File: src/rtl/sram_arbiter.sv
// Two-port arbiter in front of a single-port 128x9 BSRAM: zero-fills the array after reset,
// then grants one round-robin access per cycle. Optional tie-lock streaks via SRAM_ARB_LOCK_EN.
module sram_arbiter #(
    parameter int ADDR_W = 7,
    parameter int DATA_W = 9
`ifdef SRAM_ARB_LOCK_EN
    ,
    parameter int LOCK_MAX = 4
`endif
) (
    input  logic              clock,
    input  logic              reset,
    input  logic              a_req,
    input  logic              a_we,
    input  logic [ADDR_W-1:0] a_addr,
    input  logic [DATA_W-1:0] a_wdata,
`ifdef SRAM_ARB_LOCK_EN
    input  logic              a_lock,
    input  logic              b_lock,
`endif
    output logic              a_gnt,
    output logic              a_rvalid,
    output logic [DATA_W-1:0] a_rdata,
    input  logic              b_req,
    input  logic              b_we,
    input  logic [ADDR_W-1:0] b_addr,
    input  logic [DATA_W-1:0] b_wdata,
    output logic              b_gnt,
    output logic              b_rvalid,
    output logic [DATA_W-1:0] b_rdata,
    output logic              sram_ce,
    output logic              sram_wre,
    output logic [ADDR_W-1:0] sram_ad,
    output logic [DATA_W-1:0] sram_din,
    input  logic [DATA_W-1:0] sram_dout,
    output logic              init_done
);

    typedef enum logic {ST_INIT, ST_RUN} state_t;

    state_t            state_q, state_d;
    logic [ADDR_W-1:0] cnt_q, cnt_d;
    logic [ADDR_W-1:0] ad_q;
    logic              rr_last_q, rr_last_d;   // 0 = A granted last, 1 = B
    logic              a_rvalid_q, b_rvalid_q;
    logic              init_done_q;
    logic              tie_to_a;

`ifdef SRAM_ARB_LOCK_EN
    localparam int STREAK_W = $clog2(LOCK_MAX + 1);

    logic [STREAK_W-1:0] streak_q, streak_d;

    // A non-zero streak means the rr_last port was granted in the previous cycle.
    always_comb begin
        tie_to_a = rr_last_q;
        if ((streak_q != '0) && (streak_q < STREAK_W'(LOCK_MAX)) && (rr_last_q ? b_lock : a_lock))
            tie_to_a = ~rr_last_q;
    end

    always_comb begin
        streak_d = '0;
        if (a_gnt || b_gnt) begin
            if ((b_gnt == rr_last_q) && (streak_q != '0))
                streak_d = (streak_q < STREAK_W'(LOCK_MAX)) ? streak_q + 1'b1 : streak_q;
            else
                streak_d = STREAK_W'(1);
        end
    end

    always_ff @(posedge clock) begin
        if (reset)
            streak_q <= '0;
        else
            streak_q <= streak_d;
    end
`else
    assign tie_to_a = rr_last_q;
`endif

    always_comb begin
        state_d   = state_q;
        cnt_d     = cnt_q;
        rr_last_d = rr_last_q;
        a_gnt     = 1'b0;
        b_gnt     = 1'b0;
        sram_ce   = 1'b1;
        sram_wre  = 1'b0;
        sram_ad   = ad_q;
        sram_din  = '0;
        case (state_q)
            ST_INIT: begin
                sram_wre = 1'b1;
                sram_ad  = cnt_q;
                cnt_d    = cnt_q + 1'b1;
                if (cnt_q == '1)
                    state_d = ST_RUN;
            end
            ST_RUN: begin
                if (!reset) begin
                    if (a_req && b_req) begin
                        a_gnt = tie_to_a;
                        b_gnt = ~tie_to_a;
                    end else begin
                        a_gnt = a_req;
                        b_gnt = b_req;
                    end
                end
                if (a_gnt) begin
                    sram_wre  = a_we;
                    sram_ad   = a_addr;
                    sram_din  = a_wdata;
                    rr_last_d = 1'b0;
                end else if (b_gnt) begin
                    sram_wre  = b_we;
                    sram_ad   = b_addr;
                    sram_din  = b_wdata;
                    rr_last_d = 1'b1;
                end
            end
            default: state_d = ST_INIT;
        endcase
    end

    always_ff @(posedge clock) begin
        if (reset) begin
            state_q     <= ST_INIT;
            cnt_q       <= '0;
            ad_q        <= '0;
            rr_last_q   <= 1'b1;
            a_rvalid_q  <= 1'b0;
            b_rvalid_q  <= 1'b0;
            init_done_q <= 1'b0;
        end else begin
            state_q     <= state_d;
            cnt_q       <= cnt_d;
            ad_q        <= sram_ad;
            rr_last_q   <= rr_last_d;
            a_rvalid_q  <= a_gnt & ~a_we;
            b_rvalid_q  <= b_gnt & ~b_we;
            init_done_q <= (state_q == ST_RUN);
        end
    end

    // Bypass-mode SRAM already presents registered read data one cycle after the access.
    assign a_rvalid  = a_rvalid_q;
    assign b_rvalid  = b_rvalid_q;
    assign a_rdata   = sram_dout;
    assign b_rdata   = sram_dout;
    assign init_done = init_done_q;

endmodule

File: config.mk
export PLATFORM = sky130hd
export DESIGN_NAME = sram_arbiter
export DESIGN_NICKNAME = d
export VERILOG_FILES = /design/src/rtl/sram_arbiter.sv
export SDC_FILE = /design/constraint.sdc
export NUM_CORES = 1
export LEC_CHECK = 0
export ABC_AREA = 1
export CAP_MARGIN = 25
export CORE_MARGIN = 5
export CORE_UTILIZATION = 35
export DETAILED_ROUTE_END_ITERATION = 10
export PLACE_DENSITY_LB_ADDON = 0.15
export SLEW_MARGIN = 20
export SYNTH_ARGS = -nofsm -noshare
export SYNTH_HDL_FRONTEND = slang
export SYNTH_SLANG_ARGS = --single-unit
File: constraint.sdc
create_clock -name clock -period 1.4 [get_ports clock]
set_input_delay 0.21 -clock clock [delete_from_list [all_inputs] [get_ports clock]]
set_output_delay 0.21 -clock clock [all_outputs]
set_load 0.02 [all_outputs]
==> flow_summary.ini <==
[drt]
via_count = 1478
drc = 0
wl_per_cell_um = 12.21
ant_nets = 0
viasPerCell = 4.412
dr.pass1.iters = 4
wirelength_mm = 4.089
drt_iter0_markers = 61

[critical_path]
worst-path-buf-inv = 4
crit_fanout = 7
critPathLaunchType = flop
reg2reg_from = rr_last_q
path_cells = inv_2 -> nand2_4 -> a21oi_4 -> buf_12 -> buf_6 -> a21oi_4 -> buf_6
crit_family = buffers and inverters
crit_type = reg -> out
arrival_ns = 1.41
end_kind = primary output
critPathMaxStageDelay_ns = 0.34
critPathRequiredTime_ns = 1.19
timing.critical_path.slowest_stage_cell = dfxtp_2
worstSetupStartpoint = rr_last_q

[flow_run]
cap_violations = 0

[placement]
post-dp-hpwl_mm = 2.899
place_area_mm2 = 0.001993
pre_cts_slack_ns = -0.8493
gp_congestion = 0.7950
io_buffers = 59

[global_route]
gr-usage-met1 = 0.1986
overflow = 0
grt_use_met2 = 0.2865
met3_usage = 0.03587
antenna_found_initial = 0
grtUsageTotal = 0.1615
grt_start_max_net_pins = 11
grt-busiest-layer = met2
first_global_vias = 1433
grt_pass1_wl_mm = 6.596

[clock_tree]
cts_hold_buf = 0
clock_latency_ns = 0.30
cts_buffer_depth = 2
cts.sinks = 19
htreeDepth = 1
cts.reportedPaths.clkPinSlew_ns = 0.11
numCtsBuffers = 3
cts_tree = yes
root_buffer = clkbuf_4

[finish]
layout.nets = 338
final_cell_area_mm2 = 0.002354
layout_common_cells = nand2_1 (40), clkdlybuf4s50_1 (34), buf_4 (33)
syn2layout_area_growth_pct = 85.69
final_common_cell = nand2_1
drive_gt1_frac = 0.4118
diodes = 0

[run_status]
violations = negative setup slack
status = finished, violations left

[synth]
synth_cells = 202
synth_nets = 250
ys_seq_area_frac = 0.3001
syn_area_per_cell_um2 = 6.275
synth_fa_ha_area_frac = 0.009872
synth_xor_area_frac = 0
synth_compound_area_frac = 0.08391
synth_top_family_by_area = simple AND/OR/NAND/NOR gates
synth-seq-cells = 19
synthMuxAreaShare = 0
synth_simple_gate_area_share = 0.3840
syn_area_mm2 = 0.001267
synth_top_area_share = 0.3001
synth_top_area_cell = dfxtp_1
yosysWarnings = 0
ys_types = 22
yosys-top-cells-area = dfxtp_1 (30%), nand2_1 (18%), buf_4 (11%)

[die]
pin_count = 88
die_w_um = 70.18
num_rows = 21
initial_core_util = 0.3711
die_height_um = 70.18
core_mm2 = 0.003416
dieArea_mm2 = 0.004925

[sta]
fin_crit_ns = 1.625
max_freq_ghz = 0.6155
finalHoldViolCount = 0
setup_slack_ns = -0.2247
maxSlewViolCount = 0
fin_tns_setup_ns = -3.359
period_share = 1.161
finClkSkew_ns = 0.003376
rsz0062_at_grt = yes
setup_viol = 20

[power_and_ir_drop]
power_density_mw_per_mm2 = 481.5
irDropWorstVdd_mv = 0.4064
power.leakage_nw = 1.206

[worst_hold_path]
worstHoldStart = sram_dout[0]
hp-class = in -> out
## worst paths after layout
path                            slack (ns)         end  cells past startpoint
worst max-delay path                 -0.22    sram_wre                      7
worst min-delay path                  0.42  a_rdata[0]                      0
worst max register to register       -0.15     ad_q[2]                     10
worst min register to register        0.49    cnt_q[5]                      2
## cell type report
| cell class | instances | area, µm² |
|---|---|---|
| multi-input combinational | 132 | 773.2 |
| fill | 288 | 1062 |
| sequential | 19 | 385.4 |
| inverter | 30 | 122.6 |
| tap | 46 | 57.56 |
| timing repair buffer | 102 | 975.9 |
| timing repair inverter | 2 | 12.51 |
| clock buffer | 4 | 26.28 |
## cells by family (layout without fill, tap and decap cells)
kind of cell	after synthesis	in the layout
and+or+nand+nor	110	111
buffers and inverters	52	138
AOI/OAI and AO/OA	19	19
DFF	19	19
adders and majority gates	1	1
other	1	1
## layer usage
| layer | vias to the layer above | wire, µm |
|---|---|---|
| met5 | - | 0 |
| met4 | 0 | 35 |
| met3 | 7 | 180 |
| met2 | 40 | 2096 |
| met1 | 655 | 1776 |
| li1 | 776 | - |
## synth_stat cells
cell / count
buf_4: 19
clkbuf_1: 1
nand2_1: 62
nor2_4: 2
inv_1: 26
a21oi_1: 15
o21ai_0: 3
nor2_2: 1
dfxtp_1: 19
nand3_4: 2
nand4_1: 1
conb_1: 1
inv_2: 3
inv_4: 1
nand2_2: 2
a21oi_4: 1
nor2_1: 23
buf_2: 1
nor3_1: 5
nand3_1: 12
buf_6: 1
ha_1: 1
## registers in the layout, indices dropped and copies added (netlist names)
register,cells
state_q,1
b_rvalid,1
rr_last_q,1
a_rvalid,1
ad_q,7
init_done,1
cnt_q,7
## per-stage QoR
stage          std cells  hold WS (ns)  utilization  total power [W]
2_1_floorplan        202        0.2824            -        0.0007319
3_3_place_gp         317        0.4202       0.5835        0.0008221
4_1_cts              338        0.4202       0.6582         0.001132
5_1_grt              335        0.4201       0.6890         0.001186
6_report             335        0.4200       0.6890         0.001133
3_5_place_dp         317        0.4202       0.5835        0.0008227
## report_power, final
group | internal [W] | leakage, nW | switching (W) | total, W
sequential | 0.000551 | 0.154 | 0.00000442 | 0.000555
combinational | 0.000168 | 1.04 | 0.000117 | 0.000285
clock | 0.000111 | 0.0150 | 0.000182 | 0.000293
## timing repair
| item | 4_1_cts | 5_1_grt |
|---|---|---|
| cloned | 2 | 1 |
| pin swaps | 14 | 14 |
| resized for setup | 147 | 42 |
| setup endpoints to repair | 22 | 24 |
| buffers inserted | 15 | 5 |
No activity file was read; power rests on OpenSTA's default activity.
